[src/rtl/stream_upsizer.sv]
// stream_upsizer
// Packs RATIO consecutive DATA_WIDTH-bit valid/ready beats into one
// DATA_WIDTH*RATIO-bit word, lane 0 in the LSBs. A beat with last_s closes
// the word early; keep_m marks which lanes hold real data.
//
// Ports:
//   clk, rst            clock, synchronous active-high reset
//   valid_s/ready_s     narrow input handshake
//   data_s, last_s      input beat and end-of-packet flag
//   valid_m/ready_m     wide output handshake (valid_m registered)
//   data_m              packed word, lane k = data_m[k*DATA_WIDTH +: DATA_WIDTH]
//   keep_m, last_m      per-lane valid mask and end-of-packet flag (registered)
module stream_upsizer #(
  parameter int DATA_WIDTH = 8,
  parameter int RATIO      = 4
) (
  input  logic                        clk,
  input  logic                        rst,
  input  logic                        valid_s,
  output logic                        ready_s,
  input  logic [DATA_WIDTH-1:0]       data_s,
  input  logic                        last_s,
  output logic                        valid_m,
  input  logic                        ready_m,
  output logic [DATA_WIDTH*RATIO-1:0] data_m,
  output logic [RATIO-1:0]            keep_m,
  output logic                        last_m
);

  localparam int CW = (RATIO > 2) ? $clog2(RATIO) : 1;
  localparam int AW = DATA_WIDTH * (RATIO - 1);
  localparam logic [CW-1:0] CNT_MAX = CW'(RATIO - 1);

  logic [CW-1:0]               cnt;
  logic [AW-1:0]               acc;
  logic [DATA_WIDTH*RATIO-1:0] acc_ext;
  logic [DATA_WIDTH*RATIO-1:0] word_next;
  logic [RATIO-1:0]            keep_next;
  logic                        write;
  logic                        read;
  logic                        complete;

  // The output register can take a new word whenever it is empty or being
  // drained this cycle, so a completing beat never waits for a bubble.
  assign ready_s  = !valid_m || ready_m;
  assign write    = valid_s && ready_s;
  assign read     = valid_m && ready_m;
  assign complete = last_s || (cnt == CNT_MAX);

  // Pad the accumulator to full word width so every lane index is in range.
  assign acc_ext = {{DATA_WIDTH{1'b0}}, acc};

  // Lanes below cnt come from the accumulator, lane cnt is the incoming
  // beat, lanes above cnt are zero.
  always_comb begin
    word_next = '0;
    keep_next = '0;
    for (int k = 0; k < RATIO; k++) begin
      if (k < int'(cnt)) begin
        word_next[k*DATA_WIDTH +: DATA_WIDTH] = acc_ext[k*DATA_WIDTH +: DATA_WIDTH];
        keep_next[k] = 1'b1;
      end else if (k == int'(cnt)) begin
        word_next[k*DATA_WIDTH +: DATA_WIDTH] = data_s;
        keep_next[k] = 1'b1;
      end
    end
  end

  always_ff @(posedge clk) begin
    if (rst) begin
      cnt     <= '0;
      valid_m <= 1'b0;
      keep_m  <= '0;
      last_m  <= 1'b0;
    end else if (write && complete) begin
      cnt     <= '0;
      valid_m <= 1'b1;
      keep_m  <= keep_next;
      last_m  <= last_s;
    end else begin
      if (read) valid_m <= 1'b0;
      if (write) cnt <= cnt + CW'(1);
    end
  end

  // Payload storage carries no reset; it is only meaningful under valid_m.
  always_ff @(posedge clk) begin
    if (!rst && write && complete) data_m <= word_next;
    for (int k = 0; k < RATIO - 1; k++) begin
      if (write && !complete && cnt == CW'(k))
        acc[k*DATA_WIDTH +: DATA_WIDTH] <= data_s;
    end
  end

endmodule

[config.mk]
export PLATFORM = sky130hd
export DESIGN_NAME = stream_upsizer
export DESIGN_NICKNAME = d
export VERILOG_FILES = /design/src/rtl/stream_upsizer.sv
export SDC_FILE = /design/constraint.sdc
export NUM_CORES = 1
export LEC_CHECK = 0
export CORE_MARGIN = 5
export CORE_UTILIZATION = 54
export CTS_CLUSTER_DIAMETER = 40
export DETAILED_ROUTE_END_ITERATION = 10
export PLACE_DENSITY = 0.84
export SYNTH_ARGS = -nofsm -noshare
export SYNTH_HDL_FRONTEND = slang
export SYNTH_SLANG_ARGS = --single-unit
[constraint.sdc]
create_clock -name clk -period 5.9 [get_ports clk]
set_input_delay 0.885 -clock clk [delete_from_list [all_inputs] [get_ports clk]]
set_output_delay 0.885 -clock clk [all_outputs]
set_load 0.1 [all_outputs]
# Yosys cells after proc, flatten, opt, wreduce, memory -nomap -nowiden
# Index checks and enable logic that the tools add are counted.
# totals
register_bits,64
out_inout_bits,39
word_cells,52
inputBits,13
# classes
add_sub_neg,1
n_eq_ne,6
muxes,15
reduce_logical,18
order_cmp,3
# ops
op,count
$mux 8,6
$logic_and 1x1->1,9
$mux 1,9
$eq 2x2->1 const A,2
$eq 2x2->1 const B,2
$logic_not 2->1,2
$lt 1x2->1 const A,2
$logic_not 1->1,3
$add 2x1->2 const B,1
$eq 1x2->1 const A,1
$eq 2x1->1 const B,1
$logic_or 1x1->1,2
$lt 2x2->1 const A,1
$reduce_bool 2->1,1
$reduce_or 2->1,1

# Depth between registers and ports, before layout
# Gate-level depths: netlist (run 1).
# logic_depth
depth_word,5
depth_mapped,5
mapped_depth_nobuf,4

# Worst setup path after synthesis (run 1)
# Ideal clock, no wire load.
# synth_path
path_kind,input -> register
start,in ready_m
end,reg data_m[0] (enable)
t_arrival_ns,2.921
cell_stages,4
setup_time_ns,0.421
required_ns,5.479
slack_ns,2.558
n_path_buf,0
path_cell_list,nor2b_4 inv_2 nand3_1 nor2_1
# synth_between
elab_chain_cells,4
# synth_lines
item,line_no,rtl
start: declaration,24,"input logic ready_m,"
$logic_or 1x1->1,45,assign ready_s = !valid_m || ready_m;
named net ready_s,20,"output logic ready_s,"
$logic_and 1x1->1,46,assign write = valid_s && ready_s;
$logic_and 1x1->1 (2 in a row),88,if (!rst && write && complete) data_m <= word_next;
end signal: assignment,88,
end: declaration,25,"output logic [DATA_WIDTH*RATIO-1:0] data_m,"
# The timed path passes the listed nets, and every way through them passes these cells.
# A chain may end at the register's enable or synchronous reset.

# Worst setup path in the final report (run 1)
# layout_path
start,in ready_m
end,out ready_s
# layout_between
elab_chain_cells,1
# layout_lines
item,line_no
$logic_or 1x1->1,45
end: declaration,20
# Every way passes these cells.

==> run metrics, run 1 <==
post-layout min period 3650 ps; clock tree sinks 64; pwr/cell area 307 nW/um^2; vias in the first global route 1493; deepest clock path buffer count 2; Die Y 77.4 um; cell at the root of the clock tree clkbuf_8; most used cell along the critical path clkdlybuf4s50_1; initial antenna violation count 0; Std-Cell Core Area 4380 um^2; Pleak 0.00109 uW; # Post-CTS Setup Buffers 0; worst endpoint data arrival time 2760 ps; Relative slew margins 33.3%; Hold Slack 472 ps; count of vias placed by the detailed router 1481; cell area after synthesis 2450 um^2; overall overflow remaining after global route 0; DIE AREA 5990 um^2; Critical Path Source Type primary input; pin count of the biggest net entering global routing 33; final hold viol count 0; count of non-filler cells in the finished layout 271; buffers plus inverters on the worst setup path 3; Die X 77.4 um; crit path kind primary input to primary output; Detailed Route Iter0 Violations 104; ranking of synthesized cells by area edfxtp_1 69%, dfxtp_1 6.5%, mux2_2 3.7%, a22o_1 2.9%, nand2_1 2.6%; number of antenna repair diodes 0; Tightest Hold Check Type flip-flop to flip-flop; critical path data required time 5020 ps; largest fanout on the critical path 10; IO Port Bufs 51; setup repair after global routing missed its margin no; number of DRC violations after detailed routing 0; Worst VDD drop 0.000229 V; cell type contributing the most total cell area after synthesis edfxtp_1; global-route wire length before repair 7920 um; count of cell types in the netlist 27; stage delay of the slowest cell on the critical path 1170 ps; cell with the largest stage delay on the worst path clkdlybuf4s50_1; cell total after placement 255; max-capacitance violation count 0; status finished, final reports clean; warnings from Yosys 0; post-synthesis sequential element count 64; antenna-violating nets left 0; area growth from synthesis to final layout 29.5%; fraction of final layout cells with drive strength greater than 1 14.2%; Pins Over Slew Limit 0; count of filler cells inserted in the layout 288; TritonCTS buffer count 9; slew at the pin closest to its max-slew limit 998 ps; average instance area after synthesis 15.4 um^2; Core Rows 24; crit-path leading delay family buffers and inverters; final routed wirelength across all metal layers 4950 um; sequential-to-total area share from yosys stat 75.1%; cell chain of the critical path clkdlybuf4s50_1 -> nor2b_4 -> inv_2 -> clkdlybuf4s50_1; Synth top area share 68.6%; H-tree levels 3; Final Wtd Congestion 0.876; vias per std cell 5.46; initial core utilization 55.9%; Peak Freq 0.274 GHz; count of mapped cells out of synthesis 159; synthesized net count 177; kind of end point of the critical path primary output; clock transition at the registers of the reported paths 60 ps; HPWL after detailed placement 3330 um; total global routing track utilization 17.5%; total of hold buffers inserted after clock tree synthesis 0; setup tns final 0 ps; final layout net count 232; total setup violations reported at the end of the flow 0; post-CTS sizing 0; setup clock skew after layout 10.3 ps; top-level port count 52; average wire per cell in the routed design 18.3 um; Power, Total 973 uW; portion of the clock cycle consumed by the worst path in the final layout 61.8%; iteration count of the initial detailed-routing pass 4; insertion delay of the later-clocked pin in the worst-skew pair 340 ps; CTS tree done
-- routing by layer --
metal / part of all wire, % / vias up / global-route usage, % / wire, um
met5: 0 / - / 0 / 0
met2: 50 / 58 / 29.3 / 2500
met1: 41 / 715 / 20.0 / 2010
met3: 7.0 / 9 / 6.94 / 344
li1: - / 699 / - / -
met4: 1.9 / 0 / 7.22 / 94
-- placed cells by master, fill, tap and decap left out, types with 3 or more instances in the layout --
cell type | Yosys | layout
edfxtp_1 | 56 | 56
clkdlybuf4s50_1 | 0 | 51
nand2_1 | 17 | 17
clkbuf_8 | 0 | 11
o21ai_0 | 9 | 9
a22o_1 | 8 | 8
mux2_2 | 8 | 8
and2_1 | 8 | 8
dfxtp_1 | 8 | 8
ha_1 | 5 | 5
inv_1 | 4 | 4
a21oi_1 | 4 | 4
clkbuf_1 | 5 | 4
nor2_1 | 4 | 3
and3_2 | 3 | 3
-- cells by family (layout without fill, tap and decap cells) --
group / Yosys count / count (layout) / share of synthesized area [%]
AO/OA/AOI/OAI: 28 / 28 / 7.76
adder cells (fa/ha/maj): 5 / 5 / 2.55
buffers and inverters: 13 / 73 / 2.14
flip-flops: 64 / 64 / 75.1
multiplexers: 8 / 8 / 3.68
AND/OR/NAND/NOR: 41 / 41 / 8.73
-- state kept, by name, indices dropped and copies added (netlist names) --
signal,count
keep_m,4
cnt,2
valid_m,1
data_m,32
last_m,1
acc,24
-- worst paths after layout --
path	endpoint	depth (start not counted)	from	slack [ps]
worst max register to register	data_m[14]	5	cnt[1]	3330
worst max-delay path	ready_s	4	ready_m	2250
worst min-delay path	keep_m[0]	2	keep_m[0]	470
worst min register to register	keep_m[0]	2	keep_m[0]	470
-- worst min-delay path: stages (launching register included) --
cell	delay, ps
dfxtp_1	310
inv_1	50
a21oi_1	60
-- synth_stat cells --
master,count
edfxtp_1,56
nand2_1,17
o21ai_0,9
a22o_1,8
and2_1,8
dfxtp_1,8
mux2_2,8
clkbuf_1,5
ha_1,5
a21oi_1,4
inv_1,4
nor2_1,4
and3_2,3
buf_2,3
a311oi_1,2
a31oi_1,2
nand3_1,2
nand4_1,2
a21o_2,1
a31o_2,1
and2_4,1
inv_2,1
nor2b_1,1
nor2b_4,1
nor3_1,1
o31ai_1,1
or2_2,1
-- through the flow --
stage	setup WS (ps)	area, um^2	util [%]
6_report	2250	3170	72.4
5_1_grt	2220	3170	72.4
4_1_cts	2250	3170	72.4
2_1_floorplan	2560	2450	-
3_3_place_gp	2300	3000	68.5
3_5_place_dp	2250	3000	68.5
-- cell type report --
type	instances	area (um^2)	area share, %
inverters	5	18.8	0.591
clock buffers	15	166	5.24
well taps	52	65.1	2.05
repair buffers	52	518	16.3
clock inverters	1	5.00	0.158
flip-flops and latches	64	1840	58.0
multi-input cells	82	559	17.6
-- report_power, final --
group	switching [uW]	internal, uW
logic	99.3	34.8
clock network	151	176
registers	5.35	507
total	255	718
Power figures use the tool's default switching activity.
==> run 2, diff against run 1 <==
--- a/config.mk
+++ b/config.mk
@@ -6,10 +6,10 @@
 export NUM_CORES = 1
 export LEC_CHECK = 0
 export CORE_MARGIN = 5
-export CORE_UTILIZATION = 54
+export CORE_UTILIZATION = 45
 export CTS_CLUSTER_DIAMETER = 40
 export DETAILED_ROUTE_END_ITERATION = 10
-export PLACE_DENSITY = 0.84
+export PLACE_DENSITY = 0.75
 export SYNTH_ARGS = -nofsm -noshare
 export SYNTH_HDL_FRONTEND = slang
 export SYNTH_SLANG_ARGS = --single-unit
==> constraint.sdc (replaced) <==
create_clock -name clk -period 3.2 [get_ports clk]
set_input_delay 0.48 -clock clk [delete_from_list [all_inputs] [get_ports clk]]
set_output_delay 0.48 -clock clk [all_outputs]
set_load 0.1 [all_outputs]
==> run metrics, run 2 (synthesized netlist as in run 1, its figures left out) <==
H-tree levels 3 (unchanged); pin count of the biggest net entering global routing 33 (unchanged); cell chain of the critical path clkdlybuf4s50_1 (was clkdlybuf4s50_1 -> nor2b_4 -> inv_2 -> clkdlybuf4s50_1); Relative slew margins 34.3% (was 33.3%); vias in the first global route 1375 (was 1493); fraction of final layout cells with drive strength greater than 1 19.5% (was 14.2%); stage delay of the slowest cell on the critical path 1140 ps (was 1170 ps); Detailed Route Iter0 Violations 97 (was 104); multi-input logic area 559 um^2 (unchanged); status finished, final reports clean (unchanged); initial core utilization 47.1% (was 55.9%); Pins Over Slew Limit 0 (unchanged); Die X 83.8 um (was 77.4 um); uppermost routed layer met4 (unchanged); Peak Freq 0.432 GHz; final routed wirelength across all metal layers 4440 um (was 4950 um); Std-Cell Core Area 5200 um^2 (was 4380 um^2); cell at the root of the clock tree clkbuf_8 (unchanged); total met2 wirelength after detailed routing 2010 um (was 2500 um); setup clock skew after layout 5.57 ps (was 10.3 ps); critical path data required time 2720 ps (was 5020 ps); worst endpoint data arrival time 1830 ps (was 2760 ps); count of vias placed by the detailed router 1419 (was 1481); start of the worst register-to-register path cnt[1] (unchanged); portion of the clock cycle consumed by the worst path in the final layout 72.3%; CTS tree done (unchanged); length of routed met3 wiring 251 um (was 344 um); Final Wtd Congestion 0.798 (was 0.876); kind of end point of the critical path primary output (unchanged); Die Y 83.8 um (was 77.4 um); post-CTS sizing 0 (unchanged); setup tns final 0 ps (unchanged); max-capacitance violation count 0 (unchanged); final layout net count 233 (was 232); buffers plus inverters on the worst setup path 1 (was 3); clock tree sinks 64 (unchanged); count of filler cells inserted in the layout 407 (was 288); Critical Path Source Type flip-flop (was primary input); Worst VDD drop 0.000302 V (was 0.000229 V); Power, Total 1800 uW (was 973 uW); total setup violations reported at the end of the flow 0 (unchanged); initial antenna violation count 0 (unchanged); highest-count cells in the layout ignoring fill and taps 56 x edfxtp_1, 42 x clkdlybuf4s50_1, 17 x nand2_1, 11 x clkbuf_8, 11 x buf_4 (was 56 x edfxtp_1, 51 x clkdlybuf4s50_1, 17 x nand2_1, 11 x clkbuf_8, 9 x o21ai_0); final hold viol count 0 (unchanged); Core Rows 26 (was 24); overall overflow remaining after global route 0 (unchanged); largest registers data_m (32), acc (24), keep_m (4) (unchanged); number of DRC violations after detailed routing 0 (unchanged); post-layout min period 2310 ps; largest fanout on the critical path 2 (was 10); number of antenna repair diodes 0 (unchanged); insertion delay of the later-clocked pin in the worst-skew pair 340 ps (about the same); cell with the largest stage delay on the worst path clkdlybuf4s50_1 (unchanged); IO Port Bufs 51 (unchanged); slew at the pin closest to its max-slew limit 983 ps (was 998 ps); vias per std cell 4.89 (was 5.46); crit path kind flip-flop to primary output (was primary input to primary output); TritonCTS buffer count 9 (unchanged); pwr/cell area 563 nW/um^2 (was 307 nW/um^2); HPWL after detailed placement 3020 um (was 3330 um); leading cell type in the layout, fill and taps excluded edfxtp_1 (unchanged); cell area reported after detailed placement 3010 um^2 (was 3000 um^2); count of non-filler cells in the finished layout 290 (was 271); Hold Slack 451 ps (was 472 ps); DIE AREA 7020 um^2 (was 5990 um^2); cell total after placement 274 (was 255); antenna-violating nets left 0 (unchanged); area growth from synthesis to final layout 30.0% (was 29.5%); iteration count of the initial detailed-routing pass 4 (unchanged); routed length on met1 2050 um (was 2010 um); clock transition at the registers of the reported paths 60 ps (about the same); top-level port count 52 (unchanged); flip-flop count of the largest register after layout 32 (unchanged); start point of the worst hold path keep_m[0] (unchanged); # Post-CTS Setup Buffers 0 (unchanged); Most flops, register data_m (unchanged); crit-path leading delay family buffers and inverters (unchanged); setup repair after global routing missed its margin no (unchanged); global-route wire length before repair 7110 um (was 7920 um); Tightest Hold Check Type flip-flop to flip-flop (unchanged); average wire per cell in the routed design 15.3 um (was 18.3 um); total global routing track utilization 13.6% (was 17.5%); Sequential cell area 1840 um^2 (unchanged); Pleak 0.00110 uW (was 0.00109 uW); total of hold buffers inserted after clock tree synthesis 0 (unchanged); area of all placed cells without fillers 3190 um^2 (was 3170 um^2); deepest clock path buffer count 2 (unchanged); worst setup path start keep_m[2] (was ready_m)
[run 2: where the power goes]
group,switching [uW],internal (uW),leakage (uW)
sequential,9.06,935,0.000575
combinational,180,62.5,0.000439
clock,288,321,0.0000894
total,477,1320,0.00110
[run 2: worst paths after layout]
check	to	slack, ps	depth (start not counted)
setup / recovery	keep_m[2]	890	1
hold reg to reg	keep_m[0]	450	2
hold / removal	keep_m[0]	450	2
setup reg to reg	data_m[3]	950	6
[run 2: metrics by stage]
step	util [%]	setup WS, ps
detailed placement	57.8	962
CTS	61.2	876
finish	61.2	886
global placement	57.8	1020
floorplan	-	375
global route	61.2	750
[run 2: routing by layer]
| metal | vias to the layer above | track usage (%) |
|---|---|---|
| met5 | - | 0 |
| li1 | 700 | - |
| met3 | 11 | 3.65 |
| met2 | 52 | 20.7 |
| met1 | 656 | 16.6 |
| met4 | 0 | 9.65 |
[run 2: layout make-up]
| class | instances | area share, % |
|---|---|---|
| Clock inverter | 3 | 0.550 |
| Multi-Input combinational cell | 82 | 17.6 |
| Clock buffer | 13 | 4.99 |
| Timing Repair Buffer | 53 | 15.8 |
| Tap cell | 70 | 2.75 |
| Sequential cell | 64 | 57.8 |
| Inverter | 5 | 0.589 |
